--- config.mk ---
export PLATFORM = sky130hd
export DESIGN_NAME = bus_arbiter
export DESIGN_NICKNAME = d
export VERILOG_FILES = /design/src/rtl/bus_arbiter.sv
export SDC_FILE = /design/constraint.sdc
export NUM_CORES = 1
export LEC_CHECK = 0
export BUFFER_PORTS_ARGS = -buffer_cell sky130_fd_sc_hd__buf_2
export CORE_MARGIN = 1.5
export CORE_UTILIZATION = 58
export DETAILED_ROUTE_END_ITERATION = 10
export MAX_ROUTING_LAYER = met4
export PLACE_DENSITY = 0.77
export SYNTH_ARGS = -nofsm -noshare
export SYNTH_HDL_FRONTEND = slang
export SYNTH_SLANG_ARGS = --single-unit
--- constraint.sdc ---
create_clock -name Clk -period 3.6 [get_ports Clk]
set_input_delay 1.08 -clock Clk [delete_from_list [all_inputs] [get_ports Clk]]
set_output_delay 1.08 -clock Clk [all_outputs]
set_load 0.005 [all_outputs]
--- src/rtl/bus_arbiter.sv ---
// ---------------------------------------------------------------------------
// bus_arbiter
//   Round-robin arbiter for the shared 16-bit SLC-3 datapath bus. Up to four
//   gate requesters (0=PC, 1=MDR, 2=ALU, 3=MARMUX) compete for the bus. One
//   owner is granted at a time. A hold limit forces a handoff once an owner
//   has held the bus HOLD_MAX cycles while someone else is waiting.
//
//   Optional feature macro: BUS_ARB_TURNAROUND_EN
//     When defined, every handoff between two different owners inserts one
//     dead TURN cycle, and the winner is re-chosen at TURN exit.
//     When undefined, handoffs are back-to-back.
//
// Ports
//   Clk        in   system clock, rising-edge active
//   Reset      in   asynchronous active-low reset
//   req[3:0]   in   level-sensitive bus requests
//   gnt[3:0]   out  one-hot grant, or zero when there is no owner (registered)
//   sel[1:0]   out  bus mux select = owner index, changes only on a grant
//   bus_en     out  |gnt (registered)
//   owner_cnt  out  cycles held by the current owner minus 1, saturating
//
// State table
//   IDLE | no owner, gnt=0, sel holds the last owner
//   OWN  | ptr_q is the owner and gnt_q is one-hot
//   TURN | (macro only) one dead cycle between two different owners
// ---------------------------------------------------------------------------
module bus_arbiter #(
    parameter  int HOLD_MAX = 8,
    localparam int CW       = (HOLD_MAX > 1) ? $clog2(HOLD_MAX) : 1
) (
    input  logic          Clk,
    input  logic          Reset,
    input  logic [3:0]    req,
    output logic [3:0]    gnt,
    output logic [1:0]    sel,
    output logic          bus_en,
    output logic [CW-1:0] owner_cnt
);

    localparam logic [CW-1:0] CNT_MAX = CW'(HOLD_MAX - 1);

`ifdef BUS_ARB_TURNAROUND_EN
    typedef enum logic [1:0] {
        IDLE = 2'd0,
        OWN  = 2'd1,
        TURN = 2'd2
    } state_t;
`else
    typedef enum logic [1:0] {
        IDLE = 2'd0,
        OWN  = 2'd1
    } state_t;
`endif

    state_t        state_q, state_d;
    logic [3:0]    gnt_q, gnt_d;
    logic [1:0]    sel_q, sel_d;
    logic          bus_en_q, bus_en_d;
    logic [CW-1:0] cnt_q, cnt_d;
    logic [1:0]    ptr_q, ptr_d;

    // Returns {found, index}. The scan runs base+1 .. base+4 (mod 4), so the
    // index at base has the lowest priority.
    function automatic logic [2:0] find_winner(input logic [3:0] r,
                                               input logic [1:0] base);
        logic [2:0] res;
        logic [1:0] cand;
        res = 3'b000;
        for (int k = 1; k <= 4; k++) begin
            cand = base + 2'(k);
            if (!res[2] && r[cand]) begin
                res = {1'b1, cand};
            end
        end
        return res;
    endfunction

    logic [3:0] others;
    logic       own_req;
    logic [2:0] win_all;
    logic [2:0] win_oth;

    // While in OWN, ptr_q is the owner index.
    assign others  = req & ~(4'b0001 << ptr_q);
    assign own_req = req[ptr_q];
    assign win_all = find_winner(req, ptr_q);
    assign win_oth = find_winner(others, ptr_q);

    always_comb begin
        state_d = state_q;
        gnt_d   = gnt_q;
        sel_d   = sel_q;
        cnt_d   = cnt_q;
        ptr_d   = ptr_q;

        case (state_q)
            IDLE: begin
                gnt_d = 4'b0000;
                cnt_d = '0;
                if (win_all[2]) begin
                    state_d = OWN;
                    gnt_d   = 4'b0001 << win_all[1:0];
                    sel_d   = win_all[1:0];
                    ptr_d   = win_all[1:0];
                end
            end

            OWN: begin
                if (own_req && ((others == 4'b0000) || (cnt_q != CNT_MAX))) begin
                    if (cnt_q != CNT_MAX) begin
                        cnt_d = cnt_q + 1'b1;
                    end
                end else if (others != 4'b0000) begin
                    // Expired hold with a waiter, or owner released with a
                    // waiter. The owner is never its own successor here.
`ifdef BUS_ARB_TURNAROUND_EN
                    state_d = TURN;
                    gnt_d   = 4'b0000;
                    cnt_d   = '0;
`else
                    gnt_d   = 4'b0001 << win_oth[1:0];
                    sel_d   = win_oth[1:0];
                    ptr_d   = win_oth[1:0];
                    cnt_d   = '0;
`endif
                end else begin
                    state_d = IDLE;
                    gnt_d   = 4'b0000;
                    cnt_d   = '0;
                end
            end

`ifdef BUS_ARB_TURNAROUND_EN
            TURN: begin
                // ptr_q still names the previous owner, so it stays at the
                // bottom of the priority order unless it is alone.
                cnt_d = '0;
                gnt_d = 4'b0000;
                if (win_all[2]) begin
                    state_d = OWN;
                    gnt_d   = 4'b0001 << win_all[1:0];
                    sel_d   = win_all[1:0];
                    ptr_d   = win_all[1:0];
                end else begin
                    state_d = IDLE;
                end
            end
`endif

            default: begin
                state_d = IDLE;
                gnt_d   = 4'b0000;
                cnt_d   = '0;
            end
        endcase

        bus_en_d = |gnt_d;
    end

    always_ff @(posedge Clk or negedge Reset) begin
        if (!Reset) begin
            state_q  <= IDLE;
            gnt_q    <= 4'b0000;
            sel_q    <= 2'b00;
            bus_en_q <= 1'b0;
            cnt_q    <= '0;
            ptr_q    <= 2'd3;
        end else begin
            state_q  <= state_d;
            gnt_q    <= gnt_d;
            sel_q    <= sel_d;
            bus_en_q <= bus_en_d;
            cnt_q    <= cnt_d;
            ptr_q    <= ptr_d;
        end
    end

    assign gnt       = gnt_q;
    assign sel       = sel_q;
    assign bus_en    = bus_en_q;
    assign owner_cnt = cnt_q;

endmodule

==> metrics.md <==
| Metric | Value |
|---|---|
| Status | `finished, final reports clean` |
| Total number of vias | `1222` |
| Synthesized flop and latch total | `13` |
| WP data arrival | `3090 ps` |
| Core Region | `0.00217 mm^2` |
| Synth Flop Type | `dfrtp_1` |
| Post-Layout Cell Count | `about 180` |
| Reg clk slew, reported paths | `70 ps` |
| Die W | `50.5 um` |
| Slew HR | `65.3%` |
| Combinational share of power | `73.9%` |
| Hold WS | `500 ps` |
| Sequential cell area fraction in the yosys report | `25.0%` |
| CTS Buffer Depth | `2` |
| Wirelength per Cell | `approximately 17 um` |
| YS warnings | `0` |
| PnR worst setup slack | `around 730 ps` |
| Pwr dens | `between 900 and 1000 mW/mm^2` |
| Starting Density | `60.4%` |
| Root buf cell | `clkbuf_4` |
| Max-cap viol count | `0` |
| Fraction of registers with async set or reset after synthesis | `100%` |
| Die height | `50.5 um` |
| Total gr overflow | `0` |
| Power share of the clock group | `6.6%` |
| Largest net degree at the start of global routing | `21` |
| Area growth from synthesis to layout | `6.21%` |
| Global Route Usage Sum | `a little under 30%` |
| Total Wirelength | `3170 um` |
| Final Cycle Share | `approximately 80%` |
| Share of cells above drive strength 1 | `approximately 22%` |
| GPL Wtd Cong | `0.902` |
| CP Launch Type | `flop` |
| Max FO, Critical Path | `13` |
| Netlist cell types | `46` |
| Row count | `17` |
| Vias per cell | `6.64` |
| Hold Crit Depth | `1` |
| CP endpoint kind | `flop` |
| Final Power | `1340 uW` |
| Drt first pass iters | `4` |
| Number of DRC markers in iteration 0 | `55` |
| Post-CTS Setup Inserts | `0` |
| Die area | `around 0.0026 mm^2` |
| I/O Pins | `16` |
| Internal | `between 700 and 800 uW` |
| Hold buffers post-CTS | `0` |
| Synthesized area | `0.00131 mm^2` |
| Sequential power share | `19.5%` |
| Leak | `between 0.0006 and 0.0007 uW` |
| Reg2Reg Depth | `8` |
| CTS H-tree lvls | `1` |
| Clock sinks | `13` |
| CTS Buf Count | `3` |
| Maximum clock rate | `~350 MHz` |
| RSZ-0062 raised after global routing | `no` |
| Worst vdd ir | `0.000661 V` |
| Worst EP required | `3820 ps` |
| Syn avg cell area | `8.91 um^2` |
| Final net count | `~170` |
| Ant. Diodes | `0` |
| Setup violations, final | `0` |
| CTS tree | `yes` |
| Switching part of the total | `47.7%` |
| Number of enable flip-flop cells after synthesis | `0` |
| Inst Count DP | `180` |
| Syn Nets | `around 160` |
| Skew final | `1.90 ps` |
| Setup CP Type | `reg -> reg` |
| Commonest non-fill, non-tap cell in the layout | `buf_2` |
| Worst-Margin Slew | `519 ps` |
| Cells after Synth | `~150` |
| Cts repair resizes | `0` |
| Psw | `642 uW` |
| DRT antenna net count | `0` |
| Hpwl dp | `2310 um` |
| Residual DRC | `0` |
| Worst hold path class | `reg -> reg` |
| Sum Neg Setup Slack | `0 ps` |
| Final Hold Viols | `0` |
| Global-route wire length before repair | `between 5000 and 6000 um` |
| Most frequent cells in the layout | `buf_2, nor2_1, dfrtp_1` |
| PortBufs | `15` |
| Vias in the first global route | `1177` |
| Clock Latency Late Sink | `~280 ps` |
| Initial antenna violation count | `0` |
| Period minus WS final | `2870 ps` |
| Final slew viol count | `0` |
| Placement Setup Slack | `about 650 ps` |
[synthesized netlist by cell type (all sizes together) (3+ instances only)]
cell | count | area share [%]
nand3 | 3 | 1.1
nor2b | 9 | 4.3
o21a | 5 | 2.9
or3 | 4 | 1.9
mux4 | 4 | 6.9
ha | 6 | 5.7
mux2i | 7 | 5.3
a21oi | 8 | 3.3
o21ai | 7 | 2.7
dfrtp | 11 | 21
a21o | 3 | 1.7
nand2 | 10 | 2.9
buf | 10 | 4.8
inv | 5 | 1.4
mux2 | 4 | 3.7
nor2 | 13 | 3.7
[routing by layer]
layer	vias up	routed length, um	track usage, %
met1	603	1320	39.8
li1	564	-	-
met3	6	203	6.85
met5	-	0	-
met4	0	46	6.76
met2	49	1600	45.6
[final timing paths]
kind | slack [ps] | from | endpoint
hold / removal | 500 | sel[0]$_DFFE_PN0P_ | sel[0]$_DFFE_PN0P_
setup reg to reg | 730 | ptr_q[0]$_DFFE_PN1P_ | sel[1]$_DFFE_PN0P_
max in group asynchronous | 2650 | Reset | ptr_q[1]$_DFFE_PN1P_
min in group asynchronous | 670 | Reset | gnt[3]$_DFF_PN0_
setup / recovery | 730 | ptr_q[0]$_DFFE_PN1P_ | sel[1]$_DFFE_PN0P_
hold reg to reg | 500 | sel[0]$_DFFE_PN0P_ | sel[0]$_DFFE_PN0P_
[kinds of logic (layout without fill, tap and decap cells)]
| kind of cell | Yosys count | count (layout) | share of synthesized area [%] |
|---|---|---|---|
| compound gates | 42 | 42 | 24.3 |
| xor+xnor | 1 | 1 | 0.669 |
| fa+ha+maj | 6 | 6 | 5.73 |
| buf+inv | 17 | 26 | 6.78 |
| flops | 13 | 13 | 25.0 |
| mux | 15 | 15 | 16.0 |
| simple gates | 53 | 53 | 21.6 |
[critical path, cell delays in order, from the launching register on]
cell	delay, ps
dfstp_2	540
inv_2	80
ha_1	590
mux4_2	630
nor2b_1	170
o21ai_1	120
a21o_1	220
a32oi_1	290
o21a_1	180
[state kept, by name, indices dropped and copies added, names as in the netlist]
| signal | flops |
|---|---|
| bus_en | 1 |
| state_q | 1 |
| owner_cnt | 3 |
| sel | 2 |
| ptr_q | 2 |
| gnt | 4 |
[stage by stage]
stage               util [%]  cell area (um^2)
floorplan                  -              1310
global placement        62.9              1370
detailed placement      62.9              1370
CTS                     64.1              1390
global route            64.1              1390
finish                  64.1              1390
[power by group through the flow]
stage / combinational (uW) / sequential [uW] / clock, uW
global placement: 943 / 259 / 0
CTS: 985 / 260 / 91.9
finish: 994 / 262 / 88.8
global route: 1090 / 269 / 98.2
detailed placement: 977 / 262 / 0
floorplan: 791 / 260 / 0
[final cells by class]
class                      instances  area [um^2]
inverter                           5         18.8
clock buffer                       4         26.3
fill                             190          778
multi-input combinational        117          893
sequential                        13          328
timing repair buffer              17         90.1
tap                               28         35.0
Power figures use the tool's default switching activity.
